### src/rtl/pipe_stage_chain_if.sv
// Bundle of the control, payload and status signals around a pipe_stage_chain.
// Ports: freeze, flush_stages, in_valid and in_data go into the chain; stage_valid,
//        out_valid, out_data and occupancy come out of it. clk/rst stay outside the bundle.
// The master modport drives the chain; the slave modport belongs to the chain itself.
interface pipe_stage_chain_if #(
    parameter int WIDTH = 32,
    parameter int DEPTH = 4,
    parameter int CNT_W = $clog2(DEPTH + 1)
);
    logic             freeze;
    logic [DEPTH-1:0] flush_stages;
    logic             in_valid;
    logic [WIDTH-1:0] in_data;
    logic [DEPTH-1:0] stage_valid;
    logic             out_valid;
    logic [WIDTH-1:0] out_data;
    logic [CNT_W-1:0] occupancy;

    modport master (
        output freeze, flush_stages, in_valid, in_data,
        input  stage_valid, out_valid, out_data, occupancy
    );

    modport slave (
        input  freeze, flush_stages, in_valid, in_data,
        output stage_valid, out_valid, out_data, occupancy
    );
endinterface

### src/rtl/pipe_stage_chain.sv
// Chain of DEPTH payload+valid stage registers with global freeze and per-stage flush.
// Latency: a word sampled at one edge is on out_data after DEPTH edges; each freeze cycle adds one.
// Backpressure: none downstream; freeze holds every unflushed stage and the inputs are not sampled.
// Ports: clk, rst (synchronous, active high); bus (slave side of pipe_stage_chain_if) carries
//        freeze, flush_stages, in_valid, in_data in and stage_valid, out_valid, out_data,
//        occupancy out. All outputs come straight from flops.
module pipe_stage_chain #(
    parameter int WIDTH = 32,
    parameter int DEPTH = 4,
    parameter int CNT_W = $clog2(DEPTH + 1)
) (
    input  logic               clk,
    input  logic               rst,
    pipe_stage_chain_if.slave  bus
);

    logic [DEPTH-1:0][WIDTH-1:0] data_q;
    logic [DEPTH-1:0][WIDTH-1:0] data_d;
    logic [DEPTH-1:0]            valid_q;
    logic [DEPTH-1:0]            valid_d;
    logic [CNT_W-1:0]            occupancy_q;
    logic [CNT_W-1:0]            occupancy_d;

    // What each stage would load on a normal advance: the stage before it,
    // with the input port acting as the stage in front of stage 0.
    logic [DEPTH-1:0][WIDTH-1:0] src_data;
    logic [DEPTH-1:0]            src_valid;

    generate
        if (DEPTH == 1) begin : g_single
            assign src_data  = bus.in_data;
            assign src_valid = bus.in_valid;
        end else begin : g_multi
            assign src_data  = {data_q[DEPTH-2:0], bus.in_data};
            assign src_valid = {valid_q[DEPTH-2:0], bus.in_valid};
        end
    endgenerate

    always_comb begin
        data_d      = data_q;
        valid_d     = valid_q;
        occupancy_d = '0;
        for (int i = 0; i < DEPTH; i++) begin
            // Flush beats freeze: a flushed stage is cleared even while the rest hold.
            if (bus.flush_stages[i]) begin
                data_d[i]  = '0;
                valid_d[i] = 1'b0;
            end else if (bus.freeze) begin
                data_d[i]  = data_q[i];
                valid_d[i] = valid_q[i];
            end else begin
                // Data moves whether or not it is valid; consumers qualify with valid.
                data_d[i]  = src_data[i];
                valid_d[i] = src_valid[i];
            end
        end
        // Count from the next-state bits so a flush and a shift in the same
        // cycle land on the exact population rather than a delta estimate.
        for (int i = 0; i < DEPTH; i++) begin
            occupancy_d = occupancy_d + CNT_W'(valid_d[i]);
        end
    end

    always_ff @(posedge clk) begin
        if (rst) begin
            data_q      <= '0;
            valid_q     <= '0;
            occupancy_q <= '0;
        end else begin
            data_q      <= data_d;
            valid_q     <= valid_d;
            occupancy_q <= occupancy_d;
        end
    end

    assign bus.stage_valid = valid_q;
    assign bus.out_valid   = valid_q[DEPTH-1];
    assign bus.out_data    = data_q[DEPTH-1];
    assign bus.occupancy   = occupancy_q;

endmodule

### src/flat_wrapper.sv
// flat-port wrapper written by rule: the top's interface ports become plain ports
module pipe_stage_chain_flat 
#(
    parameter int WIDTH = 32,
    parameter int DEPTH = 4,
    parameter int CNT_W = $clog2(DEPTH + 1)
)
  (clk, rst, bus_freeze, bus_flush_stages, bus_in_valid, bus_in_data, bus_stage_valid, bus_out_valid, bus_out_data, bus_occupancy);
  pipe_stage_chain_if #(.WIDTH(WIDTH), .DEPTH(DEPTH), .CNT_W(CNT_W)) bus_i ();
  input  logic clk;
  input  logic rst;
  input wire logic [$bits(bus_i.freeze)-1:0] bus_freeze;
  input wire logic [$bits(bus_i.flush_stages)-1:0] bus_flush_stages;
  input wire logic [$bits(bus_i.in_valid)-1:0] bus_in_valid;
  input wire logic [$bits(bus_i.in_data)-1:0] bus_in_data;
  output wire logic [$bits(bus_i.stage_valid)-1:0] bus_stage_valid;
  output wire logic [$bits(bus_i.out_valid)-1:0] bus_out_valid;
  output wire logic [$bits(bus_i.out_data)-1:0] bus_out_data;
  output wire logic [$bits(bus_i.occupancy)-1:0] bus_occupancy;
  assign bus_i.freeze = bus_freeze;
  assign bus_i.flush_stages = bus_flush_stages;
  assign bus_i.in_valid = bus_in_valid;
  assign bus_i.in_data = bus_in_data;
  assign bus_stage_valid = bus_i.stage_valid;
  assign bus_out_valid = bus_i.out_valid;
  assign bus_out_data = bus_i.out_data;
  assign bus_occupancy = bus_i.occupancy;
  pipe_stage_chain #(.WIDTH(WIDTH), .DEPTH(DEPTH), .CNT_W(CNT_W)) u_core (.clk(clk), .rst(rst), .bus(bus_i));
endmodule
### config.mk
export PLATFORM = sky130hd
export DESIGN_NAME = pipe_stage_chain_flat
export DESIGN_NICKNAME = d
export VERILOG_FILES = /design/src/rtl/pipe_stage_chain_if.sv /design/src/rtl/pipe_stage_chain.sv /design/src/flat_wrapper.sv
export SDC_FILE = /design/constraint.sdc
export NUM_CORES = 1
export LEC_CHECK = 0
export CELL_PAD_IN_SITES_DETAIL_PLACEMENT = 2
export CELL_PAD_IN_SITES_GLOBAL_PLACEMENT = 2
export CORE_ASPECT_RATIO = 1.2
export CORE_UTILIZATION = 37
export CTS_CLUSTER_SIZE = 10
export DETAILED_ROUTE_END_ITERATION = 7
export PLACE_DENSITY_LB_ADDON = 0.15
export SYNTH_ARGS = -nofsm -noshare
export SYNTH_HDL_FRONTEND = slang
export SYNTH_SLANG_ARGS = --single-unit
### constraint.sdc
create_clock -name clk -period 5.5 [get_ports clk]
set_clock_uncertainty 0.1 [all_clocks]
set_input_delay 1.1 -clock clk [delete_from_list [all_inputs] [get_ports clk]]
set_output_delay 1.1 -clock clk [all_outputs]
set_load 0.01 [all_outputs]
==> flow_metrics.py <==
metrics = {
    "outcome": {
        "status": "completed",
    },
    "layout": {
        "diodes": 0,
        "syn_to_final_growth_pct": 22.7,
        "final_cells": 699,
        "finalNetCount": 561,
        "postLayoutCellArea_mm2": 0.00629,
        "drive_above_1_share_pct": 6.97,
    },
    "critical_path": {
        "setup.worst_path.start_class": "input port",
        "critPathKind": "input port to flop",
        "cp_max_fo": 66,
        "end_kind": "flop",
        "arrival_ns": 3.16,
        "required_ns": 5.69,
        "rr_worst_depth": 8,
    },
    "synthesis": {
        "synth_cell_types": 13,
        "synthXorXnorAreaFrac_pct": 0,
        "yosysTopAreaCell": "dfxtp_1",
        "yosys.area_share.adder_pct": 0.879,
        "synth_area_leaders": "dfxtp_1 (53%), mux2i_1 (26%), nor2_1 (9.9%), buf_4 (5.6%), buf_6 (2.4%)",
        "synth_nets": 522,
        "synthCells": 479,
        "synth_compound_area_share_pct": 0,
        "ys_top_cells_by_count": "dfxtp_1 (135), nor2_1 (135), mux2i_1 (132)",
        "synth.cell_area_mm2": 0.00512,
        "yosysSeqAreaShare_pct": 52.7,
        "synth_warnings": 0,
        "synthMuxAreaShare_pct": 25.8,
        "syn_avg_cell_area_um2": 10.7,
        "synth_top_family_by_area": "multiplexers",
        "async_reset_ff_share_pct": 0,
        "ys_ff_latch": 135,
        "synth_top_area_share_pct": 52.7,
        "synth_edf_count": 0,
        "synth-main-ff-cell": "dfxtp_1",
        "synthSimpleGateAreaFrac_pct": 10.9,
    },
    "clocking": {
        "clk_pin_slew_worst_paths_ns": 0.06,
        "clock_sinks": 135,
        "cts_resized": 0,
        "cts_hold_buf": 0,
        "cts_made_buffers": 17,
        "clk_latency_ns": 0.41,
        "cts_tree": "yes",
        "root_buffer": "clkbuf_16",
        "htreeDepth": 4,
        "cts_setup_buffers": 0,
        "max-clock-path-buffers": 2,
    },
    "die": {
        "rows": 46,
        "core-area_mm2": 0.0134,
        "die_area_mm2": 0.0143,
        "die_h_um": 131,
        "die_w_um": 109,
        "io-pin-count": 80,
        "start_util_pct": 38.4,
    },
    "detailed_routing": {
        "vias": 3348,
        "viasPerCell": 4.79,
        "first_pass_iters": 4,
        "ant_nets": 0,
        "routed_wl_mm": 11.2,
        "post_drt_wl_per_cell_um": 16.0,
        "drtIter0Drc": 103,
        "route.detailed.drc": 0,
    },
    "placed_design": {
        "port_buffers": 79,
        "post-dp-hpwl_mm": 6.90,
        "dp_cells": 667,
        "gp_congestion": 0.675,
        "place_area_mm2": 0.00567,
    },
    "timing": {
        "relSlewSlack_pct": 25.3,
        "fmax_mhz": 337,
        "drv_slew": 0,
        "min_period_over_period_pct": 53.9,
        "setup_viol": 0,
        "hold_ws_ns": 0.393,
        "worst_pin_slew_ns": 1.12,
        "hold_viol": 0,
        "min_period_ns": 2.97,
        "grt_setup_unrepaired": "false",
        "fin_setup_tns_ns": 0,
    },
    "pwr": {
        "p_sw_w": 0.000496,
        "power_frac_seq_pct": 43.7,
        "leakage_nw": 2.61,
        "vdd_drop_max_mv": 0.206,
        "p_int_w": 0.00178,
        "p_sw_share_pct": 21.8,
        "clock_power_share_pct": 51.0,
        "p_comb_share_pct": 5.3,
        "power_per_cell_area_mw_per_mm2": 362,
        "power_w": 0.00228,
    },
    "hold_path": {
        "hp-class": "flop to flop",
        "hold_depth": 2,
    },
    "global_route": {
        "grt_pass1_wl_mm": 18.1,
        "grt_max_degree": 68,
        "antenna_found_initial": 0,
        "grt_usage_pct": 16.9,
        "grt_overflow": 0,
        "grt_pass1_vias": 3657,
    },
    "flow_run": {
        "drv_cap": 0,
    },
}
power by group through the flow:
stage / registers (W) / clock network [W] / logic [W]
6_report: 0.000995 / 0.00116 / 0.000120
5_1_grt: 0.000995 / 0.00123 / 0.000130
4_1_cts: 0.000995 / 0.00119 / 0.000123
3_5_place_dp: 0.00102 / 0 / 0.000122
3_3_place_gp: 0.00102 / 0 / 0.000119
2_1_floorplan: 0.00101 / 0 / 0.0000816
registers in the layout, summed over array words and instances (netlist names):
| name | count |
|---|---|
| u_core.bus.occupancy | 3 |
| u_core.bus.out_data | 32 |
| u_core.bus.stage_valid | 4 |
| u_core.data_q | 96 |
critical path, cell delays in order:
cell and delay (ns):
buf_6 0.54, mux2i_1 0.32, nor2_1 0.07, ha_1 0.28
inv_1 0.05, fa_1 0.36, inv_1 0.07, ha_1 0.23
nor2b_1 0.14
placed cells by master (no fill, tap or decap), types with 2 or more instances in the layout:
master and count:
inv_1 2, buf_4 5, clkinv_4 6, bufinv_16 3, clkdlybuf4s50_1 78, nor2_1 135, dfxtp_1 135, nor2b_1 2
mux2i_1 132, clkbuf_16 17, clkinvlp_4 3, ha_1 2, or2_1 6
cell type report:
cell class | instances | area [µm²]
clock inverters | 13 | 174
multi-input cells | 278 | 1920
clock buffers | 19 | 443
inverters | 2 | 7.51
well taps | 168 | 210
fillers | 1392 | 7060
flip-flops and latches | 135 | 2700
repair buffers | 84 | 830
path summary, 6_finish.rpt:
path                                                 to                 startpoint  slack (ns)
worst max register to register  u_core.bus.occupancy[1]  u_core.bus.stage_valid[1]        3.59
worst max-delay path            u_core.bus.occupancy[1]                 bus_freeze        2.53
worst min register to register        u_core.data_q[77]          u_core.data_q[45]        0.39
worst min-delay path                  u_core.data_q[77]          u_core.data_q[45]        0.39
routing by layer:
layer	routed length, µm	vias up	track usage [%]
met5	0	-	0
met2	5840	65	30.4
met1	4850	1662	19.1
met3	398	6	4.96
li1	-	1615	-
met4	88	0	5.41
logic make-up (layout without fill, tap and decap cells):
| kind of cell | after synthesis | in the layout |
|---|---|---|
| flops | 135 | 135 |
| fa+ha+maj | 3 | 3 |
| buf+inv | 66 | 118 |
| simple gates | 143 | 143 |
| mux | 132 | 132 |
stage by stage:
step	setup WS (ns)	utilization (%)
after floorplan	2.57	-
after global placement	2.17	42.5
after detailed placement	2.05	42.5
after CTS	2.48	47.1
after global routing	2.41	47.1
final	2.53	47.1
Note: power is estimated with default switching activity, not from simulation.
